`config.mk`:
```
export PLATFORM = sky130hd
export DESIGN_NAME = matrix_vec_pow_ctrl
export DESIGN_NICKNAME = d
export VERILOG_FILES = /design/src/rtl/matrix_vec_pow_ctrl.sv
export SDC_FILE = /design/constraint.sdc
export NUM_CORES = 1
export LEC_CHECK = 0
export CORE_MARGIN = 1
export CORE_UTILIZATION = 52
export DETAILED_ROUTE_END_ITERATION = 8
export MAX_ROUTING_LAYER = met4
export PLACE_DENSITY = 0.79
export SLEW_MARGIN = 10
export SYNTH_ARGS = -nofsm -noshare
export SYNTH_HDL_FRONTEND = slang
export SYNTH_HIERARCHICAL = 1
export SYNTH_SLANG_ARGS = --single-unit
```
`constraint.sdc`:
```
create_clock -name clk -period 6 [get_ports clk]
set_clock_uncertainty 0.2 [all_clocks]
set_input_delay 0.9 -clock clk [delete_from_list [all_inputs] [get_ports clk]]
set_output_delay 0.9 -clock clk [all_outputs]
set_load 0.01 [all_outputs]
```
`src/rtl/matrix_vec_pow_ctrl.sv`:
```
// Computes u = M^k * v over GF(2) by applying the 2x2 matrix-vector multiply core once per clock.
// Jobs arrive on a valid/ready handshake; the result and step count leave on another.

module matrix_vec_mul (
    input  logic a,
    input  logic b,
    input  logic c,
    input  logic d,
    input  logic e,
    input  logic f,
    output logic g,
    output logic h
);
    assign g = (a & e) ^ (b & f);
    assign h = (c & e) ^ (d & f);
endmodule

module matrix_vec_pow_ctrl #(
    parameter int CNT_W      = 4,
    parameter int EARLY_EXIT = 1
) (
    input  logic             clk,
    input  logic             rst,
    input  logic             in_valid,
    output logic             in_ready,
    input  logic             m_a,
    input  logic             m_b,
    input  logic             m_c,
    input  logic             m_d,
    input  logic             v_e,
    input  logic             v_f,
    input  logic [CNT_W-1:0] k,
    output logic             out_valid,
    input  logic             out_ready,
    output logic             out_g,
    output logic             out_h,
    output logic [CNT_W-1:0] out_steps
);
    // state | meaning
    // IDLE  | waiting for a job, in_ready high
    // RUN   | one core application per clock until cnt runs out or vreg is zero
    // DONE  | result presented, waiting for out_ready
    typedef enum logic [1:0] {IDLE, RUN, DONE} state_t;

    localparam logic EE = (EARLY_EXIT != 0);

    state_t           state;
    state_t           state_nxt;
    logic [3:0]       mreg;
    logic [1:0]       vreg;
    logic [CNT_W-1:0] cnt;
    logic [CNT_W-1:0] steps;
    logic             core_g;
    logic             core_h;
    logic             zero_stop;
    logic             last_step;

    matrix_vec_mul u_core (
        .a (mreg[3]),
        .b (mreg[2]),
        .c (mreg[1]),
        .d (mreg[0]),
        .e (vreg[1]),
        .f (vreg[0]),
        .g (core_g),
        .h (core_h)
    );

    // The zero vector is a fixed point of any matrix, so further steps are wasted.
    assign zero_stop = EE && (vreg == 2'b00);
    assign last_step = (cnt == CNT_W'(1));

    assign in_ready  = (state == IDLE);
    assign out_valid = (state == DONE);

    always_ff @(posedge clk or posedge rst) begin
        if (rst) begin
            state <= IDLE;
        end else begin
            state <= state_nxt;
        end
    end

    always_comb begin
        state_nxt = state;
        case (state)
            IDLE: begin
                if (in_valid) begin
                    state_nxt = (k == '0) ? DONE : RUN;
                end
            end
            RUN: begin
                if (zero_stop || last_step) begin
                    state_nxt = DONE;
                end
            end
            DONE: begin
                if (out_ready) begin
                    state_nxt = IDLE;
                end
            end
            default: state_nxt = IDLE;
        endcase
    end

    always_ff @(posedge clk or posedge rst) begin
        if (rst) begin
            mreg      <= '0;
            vreg      <= '0;
            cnt       <= '0;
            steps     <= '0;
            out_g     <= 1'b0;
            out_h     <= 1'b0;
            out_steps <= '0;
        end else begin
            case (state)
                IDLE: begin
                    if (in_valid) begin
                        mreg  <= {m_a, m_b, m_c, m_d};
                        vreg  <= {v_e, v_f};
                        cnt   <= k;
                        steps <= '0;
                        if (k == '0) begin
                            out_g     <= v_e;
                            out_h     <= v_f;
                            out_steps <= '0;
                        end
                    end
                end
                RUN: begin
                    if (zero_stop) begin
                        out_g     <= vreg[1];
                        out_h     <= vreg[0];
                        out_steps <= steps;
                    end else begin
                        vreg  <= {core_g, core_h};
                        cnt   <= cnt - CNT_W'(1);
                        steps <= steps + CNT_W'(1);
                        // Output registers capture the final vector on the same edge that enters DONE.
                        if (last_step) begin
                            out_g     <= core_g;
                            out_h     <= core_h;
                            out_steps <= steps + CNT_W'(1);
                        end
                    end
                end
                default: ;
            endcase
        end
    end
endmodule

```
==> qor.yml, run 1 <==
outcome:
  outcome: "completed"
critical_path:
  critPathSlowestCell: "a311oi_4"
  worstPathRequired_ns: 6.02
  endpoint_kind: "flip-flop"
  max_stage_delay_ns: 0.47
  startpoint_type: "input pin"
  critPathKind: "in2reg"
  crit_chain: "clkdlybuf4s50_1, nor4_2, a21oi_1, a311oi_4, mux2_2"
  critical_path_arrival_ns: 2.71
  worst-path-max-fanout: 6
global_route:
  antenna_found_initial: 0
  met2_usage: 0.333
  use_met1: 0.284
  grt_use_total: 0.215
  met3_usage: 0.0370
  grt_busiest_layer: "met2"
  grt_max_degree: 23
  gr-total-overflow: 0
  grt_pass1_vias: 852
  grt_pass1_wl_mm: 3.89
cts:
  cts_max_level: 1
  clkTransAtPathRegs_ns: 0.12
  cts_max_path_buffers: 2
  cts_root_buffer: "clkbuf_4"
  hold_buffers: 0
  clock_latency_ns: 0.32
  cts.sinks: 22
  cts_resized: 0
  cts_tree: "yes"
  numCtsBuffers: 3
  cts_setup_buffers: 0
timing:
  hold_viol_final: 0
  worstMarginPinSlew_ns: 0.816
  grt_setup_unrepaired: "false"
  max_freq_mhz: 372
  fin_ws_ns: 3.31
  setup_viol: 0
  post-route-period-util: 0.448
  setup_tns_ns: 0
  period_needed_ns: 2.69
  relSlewSlack: 0.455
  slew_viol_final: 0
  whs_ns: 0.286
logic_synthesis:
  synth-edff-count: 0
  yosysTopAreaCell: "dfrtp_1"
  syn_area_mm2: 0.00119
  syn-num-nets: 141
  synth_top_flop_cell: "dfrtp_1"
  synth_warnings: 6
  ys_ff_latch: 22
  yosys.area.top_type_share: 0.463
  yosysUniqueCellTypes: 31
  ys_seq_area_frac: 0.463
  yosys-top-cells-area: "dfrtp_1 (46%), nand2_1 (7.9%), o21ai_0 (6.3%), mux2_2 (5.7%), ha_1 (3.2%)"
  synth_cells: 124
  synth.avg_cell_area_um2: 9.59
  synthArstFlopShare: 1.00
place:
  dpl.hpwl_mm: 1.73
  post-place-cells: 168
  dpl-instance-area_mm2: 0.00140
  gp_congestion: 0.839
  dp_slack_ns: 2.99
  io_buffer_count: 21
die:
  rows: 16
  start_util: 0.576
  top_level_ports: 22
  die_w_um: 49.8
  die_h_um: 49.8
  die-area_mm2: 0.00248
  coreArea_mm2: 0.00206
hold_path:
  min_path_type: "reg2reg"
finish:
  seq_area_um2: 551
  multiInputGateArea_um2: 588
  instances_no_fill: 172
  nNetsFinal: 163
  design_area_mm2: 0.00143
  finish.utilization: 0.695
  fillers: 162
  antennaDiodeCount: 0
  area_growth_pct: 20.6
  drive_gt1_frac: 0.103
routing:
  num_vias: 965
  vias_per_cell: 5.61
  routedWlPerCell_um: 13.7
  wl_mm: 2.36
  drc: 0
  ant_nets: 0
  drt_iter0_drc: 21
  firstDrtPassIters: 4
power:
  cellLeakagePower_nw: 0.616
  ir_drop_v: 0.000286
  p_total_uw: 661
  p_per_area_mw_per_mm2: 461
flow_run:
  cap_violations: 0
## layout make-up
type | instances | area share
Multi-Input combinational cell | 94 | 0.410
Tap cell | 27 | 0.0236
Clock buffer | 4 | 0.0253
Timing Repair Buffer | 21 | 0.147
Inverter | 4 | 0.0105
Sequential cell | 22 | 0.384
## worst paths after layout
kind	start	cells after the start	end	slack [ns]
setup / recovery	k[0]	5	out_steps[1]$_DFFE_PP0P_	3.31
hold / removal	mreg[3]$_DFFE_PP0P_	2	mreg[3]$_DFFE_PP0P_	0.29
setup reg to reg	cnt[1]$_DFFE_PP0P_	5	out_steps[1]$_DFFE_PP0P_	3.73
hold reg to reg	mreg[3]$_DFFE_PP0P_	2	mreg[3]$_DFFE_PP0P_	0.29
max in group asynchronous	rst	2	mreg[2]$_DFFE_PP0P_	4.28
min in group asynchronous	rst	2	vreg[1]$_DFFE_PP0P_	0.82
## cells by family after synthesis
logic type                 count (synthesis)  share of synthesized area
muxes                                      8                     0.0737
DFF                                       22                      0.463
buffers and inverters                      8                     0.0421
AOI/OAI and AO/OA                         30                      0.167
and+or+nand+nor                           49                      0.193
adders and majority gates                  3                     0.0316
xor gates and xnor gates                   4                     0.0295
## power breakdown
part	leakage, nW	switching (mW)	internal, mW	total [mW]
clock	0.0210	0.0475	0.0371	0.0846
combinational	0.312	0.172	0.145	0.318
sequential	0.283	0.0530	0.205	0.258
total	0.616	0.273	0.388	0.661
## layer usage
| metal | routed length [um] | part of all wire | vias up |
|---|---|---|---|
| met4 | 38 | 0.016 | 0 |
| li1 | - | - | 470 |
| met2 | 1120 | 0.47 | 31 |
| met1 | 1080 | 0.46 | 459 |
| met3 | 119 | 0.050 | 5 |
| met5 | 0 | 0 | - |
## sequential cells by signal, summed over array words and instances, names as in the netlist
| signal | cells |
|---|---|
| steps | 4 |
| vreg | 2 |
| out_g | 1 |
| state | 2 |
| out_h | 1 |
| cnt | 4 |
| out_steps | 4 |
| mreg | 4 |
## cells in the mapped netlist (2+ instances only)
| library cell | n |
|---|---|
| nand2_1 | 25 |
| dfrtp_1 | 22 |
| o21ai_0 | 15 |
| nor2_1 | 10 |
| a21oi_1 | 6 |
| mux2_2 | 6 |
| inv_1 | 4 |
| ha_1 | 3 |
| nor2b_1 | 3 |
| nor3_1 | 3 |
| xor2_1 | 3 |
| a22o_2 | 2 |
| buf_2 | 2 |
| mux2i_1 | 2 |
| nor3b_1 | 2 |
## placed cells by master, fill, tap and decap left out, types with 2 or more instances in the layout
master           Yosys  layout
clkdlybuf4s50_1      0      21
dfrtp_1             22      22
nor3b_1              2       2
mux2i_1              2       2
nor3_1               3       3
ha_1                 3       3
a21oi_1              6       6
nand2_1             25      25
mux2_2               6       6
o21ai_0             15      15
nor2_1              10      10
clkbuf_4             0       3
inv_1                4       4
xor2_1               3       3
nor2b_1              3       3
a22o_2               2       2
## critical path: cells and delay by family
| family | cells | cell delay [ns] |
|---|---|---|
| buffers and inverters | 1 | 0.45 |
| multiplexers | 1 | 0.39 |
| AO/OA/AOI/OAI | 2 | 0.64 |
| AND/OR/NAND/NOR | 1 | 0.32 |
Note: power is estimated with default switching activity, not from simulation.
==> run 2: changes to the inputs <==
--- a/config.mk
+++ b/config.mk
@@ -6,10 +6,10 @@
 export NUM_CORES = 1
 export LEC_CHECK = 0
 export CORE_MARGIN = 1
-export CORE_UTILIZATION = 52
+export CORE_UTILIZATION = 51
 export DETAILED_ROUTE_END_ITERATION = 8
 export MAX_ROUTING_LAYER = met4
-export PLACE_DENSITY = 0.79
+export PLACE_DENSITY = 0.78
 export SLEW_MARGIN = 10
 export SYNTH_ARGS = -nofsm -noshare
 export SYNTH_HDL_FRONTEND = slang
==> constraint.sdc (replaced) <==
create_clock -name clk -period 2.7 [get_ports clk]
set_clock_uncertainty 0.2 [all_clocks]
set_input_delay 0.405 -clock clk [delete_from_list [all_inputs] [get_ports clk]]
set_output_delay 0.405 -clock clk [all_outputs]
set_load 0.01 [all_outputs]
==> qor.yml, run 2 (synthesis results as in run 1) <==
cts:
  numCtsBuffers: 3  # unchanged
  cts_max_level: 1  # unchanged
  cts_setup_buffers: 0  # unchanged
  cts.sinks: 22  # unchanged
  cts_max_path_buffers: 2  # unchanged
  hold_buffers: 0  # unchanged
  clkTransAtPathRegs_ns: 0.12  # about the same
  cts_resized: 0  # unchanged
  clock_latency_ns: 0.30  # was 0.32 ns
  cts_root_buffer: "clkbuf_4"  # unchanged
  cts_tree: "yes"  # unchanged
critical_path:
  critPathKind: "reg2reg"  # was in2reg
  worst-path-max-fanout: 6  # unchanged
  endpoint_kind: "flip-flop"  # unchanged
  crit_chain: "inv_1, ha_1, or3b_1, a311oi_4, mux2_2"  # was clkdlybuf4s50_1, nor4_2, a21oi_1, a311oi_4, mux2_2
  critPathSlowestCell: "a311oi_4"  # unchanged
  r2r-start: "cnt[1]$_DFFE_PP0P_"  # unchanged
  reg2reg_to: "out_steps[1]$_DFFE_PP0P_"  # unchanged
  max_stage_delay_ns: 0.46  # was 0.47 ns
  ff2ff_path_depth: 5  # unchanged
  worstPathRequired_ns: 2.70  # was 6.02 ns
  rrSetupSlack_ns: 0.44  # was 3.73 ns
  critical_path_arrival_ns: 2.26  # was 2.71 ns
  startpoint_type: "flip-flop"  # was input pin
routing:
  ant_nets: 0  # unchanged
  drt_iter0_drc: 12  # was 21
  wl_mm: 2.31  # was 2.36 mm
  firstDrtPassIters: 4  # unchanged
  num_vias: 959  # was 965
  vias_per_cell: 5.48  # was 5.61
  drc: 0  # unchanged
  routedWlPerCell_um: 13.2  # was 13.7 um
timing:
  period_needed_ns: 2.26
  relSlewSlack: 0.453  # was 0.455
  hold_viol_final: 0  # unchanged
  fin_ws_ns: 0.435  # was 3.31 ns
  grt_setup_unrepaired: "false"  # unchanged
  setup_tns_ns: 0  # unchanged
  worstMarginPinSlew_ns: 0.819  # was 0.816 ns
  setup_viol: 0  # unchanged
  max_freq_mhz: 442
  slew_viol_final: 0  # unchanged
  post-route-period-util: 0.839
die:
  die_w_um: 50.3  # was 49.8 um
  rows: 17  # was 16
  die_h_um: 50.3  # was 49.8 um
  start_util: 0.537  # was 0.576
  top_level_ports: 22  # unchanged
  coreArea_mm2: 0.00221  # was 0.00206 mm^2
  die-area_mm2: 0.00253  # was 0.00248 mm^2
global_route:
  grt_use_total: 0.218  # was 0.215
  met2_usage: 0.316  # was 0.333
  grt_busiest_layer: "met2"  # unchanged
  grt_pass1_vias: 905  # was 852
  gr-total-overflow: 0  # unchanged
  antenna_found_initial: 0  # unchanged
  use_met1: 0.294  # was 0.284
  met3_usage: 0.0394  # was 0.0370
  grt_max_degree: 23  # unchanged
  grt_pass1_wl_mm: 3.99  # was 3.89 mm
place:
  gp_congestion: 0.856  # was 0.839
  dp_slack_ns: 0.179  # was 2.99 ns
  io_buffer_count: 21  # unchanged
  dpl.hpwl_mm: 1.70  # was 1.73 mm
hold_path:
  holdPathStages: 2  # unchanged
  min_path_type: "reg2reg"  # unchanged
  min_to: "mreg[0]$_DFFE_PP0P_"  # was mreg[3]$_DFFE_PP0P_
  hp-start: "mreg[0]$_DFFE_PP0P_"  # was mreg[3]$_DFFE_PP0P_
finish:
  drive_gt1_frac: 0.116  # was 0.103
  nNetsFinal: 165  # was 163
  layout_commonest_cell: "nand2_1"  # unchanged
  antennaDiodeCount: 0  # unchanged
  area_growth_pct: 22.0  # was 20.6%
  final_cell_mix: "nand2_1 (25), dfrtp_1 (22), clkdlybuf4s50_1 (21)"  # unchanged
power:
  p_per_area_mw_per_mm2: 1010  # was 461 mW/mm^2
  ir_drop_v: 0.000718  # was 0.000286 V
  cellLeakagePower_nw: 0.626  # was 0.616 nW
flow_run:
  cap_violations: 0  # unchanged
outcome:
  outcome: "completed"  # unchanged
-- run 2: cell types whose count changed in the layout (fill, tap and decap cells not counted) --
cell / before / now
buf_4: 0 / 2
-- run 2: layout make-up --
cell class / count / area [um^2]
Multi-Input combinational cell: 94 / 588
Sequential cell: 22 / 551
Tap cell: 28 / 35.0
Timing Repair Buffer: 23 / 225
Inverter: 4 / 15.0
Clock buffer: 4 / 36.3
Fill cell: 201 / 762
-- run 2: through the flow --
stage / std cells / utilization / area [um^2] / hold slack [ns] / power, mW
4_1_cts: 175 / 0.656 / 1450 / 0.304 / 1.47
3_3_place_gp: 171 / 0.639 / 1410 / 0.260 / 1.26
5_1_grt: 175 / 0.656 / 1450 / 0.329 / 1.60
3_5_place_dp: 171 / 0.639 / 1410 / 0.275 / 1.30
6_report: 175 / 0.656 / 1450 / 0.298 / 1.47
2_1_floorplan: 124 / - / 1190 / 0.194 / 1.09
-- run 2: power breakdown --
part           total, mW  internal [mW]  switching, mW
Clock              0.179         0.0823         0.0965
Sequential         0.576          0.456          0.119
Combinational      0.716          0.337          0.380
-- run 2: metal layers --
metal / wire length [um] / vias up
met3: 63 / 4
met2: 1070 / 18
met4: 36 / 0
li1: - / 477
met1: 1130 / 460
met5: 0 / -
-- run 2: worst max path at each step --
| stage | from | to | cells past startpoint |
|---|---|---|---|
| after floorplan | cnt[1]$_DFFE_PP0P_ | out_g$_DFFE_PP0P_ | 5 |
| final | cnt[1]$_DFFE_PP0P_ | out_steps[1]$_DFFE_PP0P_ | 5 |
| after CTS | cnt[1]$_DFFE_PP0P_ | out_g$_DFFE_PP0P_ | 5 |
| after global placement | k[1] | out_g$_DFFE_PP0P_ | 5 |
| after detailed placement | k[0] | out_steps[1]$_DFFE_PP0P_ | 5 |
| after global routing | cnt[1]$_DFFE_PP0P_ | out_h$_DFFE_PP0P_ | 5 |
-- run 2: worst max-delay path: cells and delay by family (launching register included) --
family | cells | cell delay [ns]
compound gates | 1 | 0.46
flops | 1 | 0.42
mux | 1 | 0.39
fa+ha+maj | 1 | 0.15
simple gates | 1 | 0.45
buf+inv | 1 | 0.10
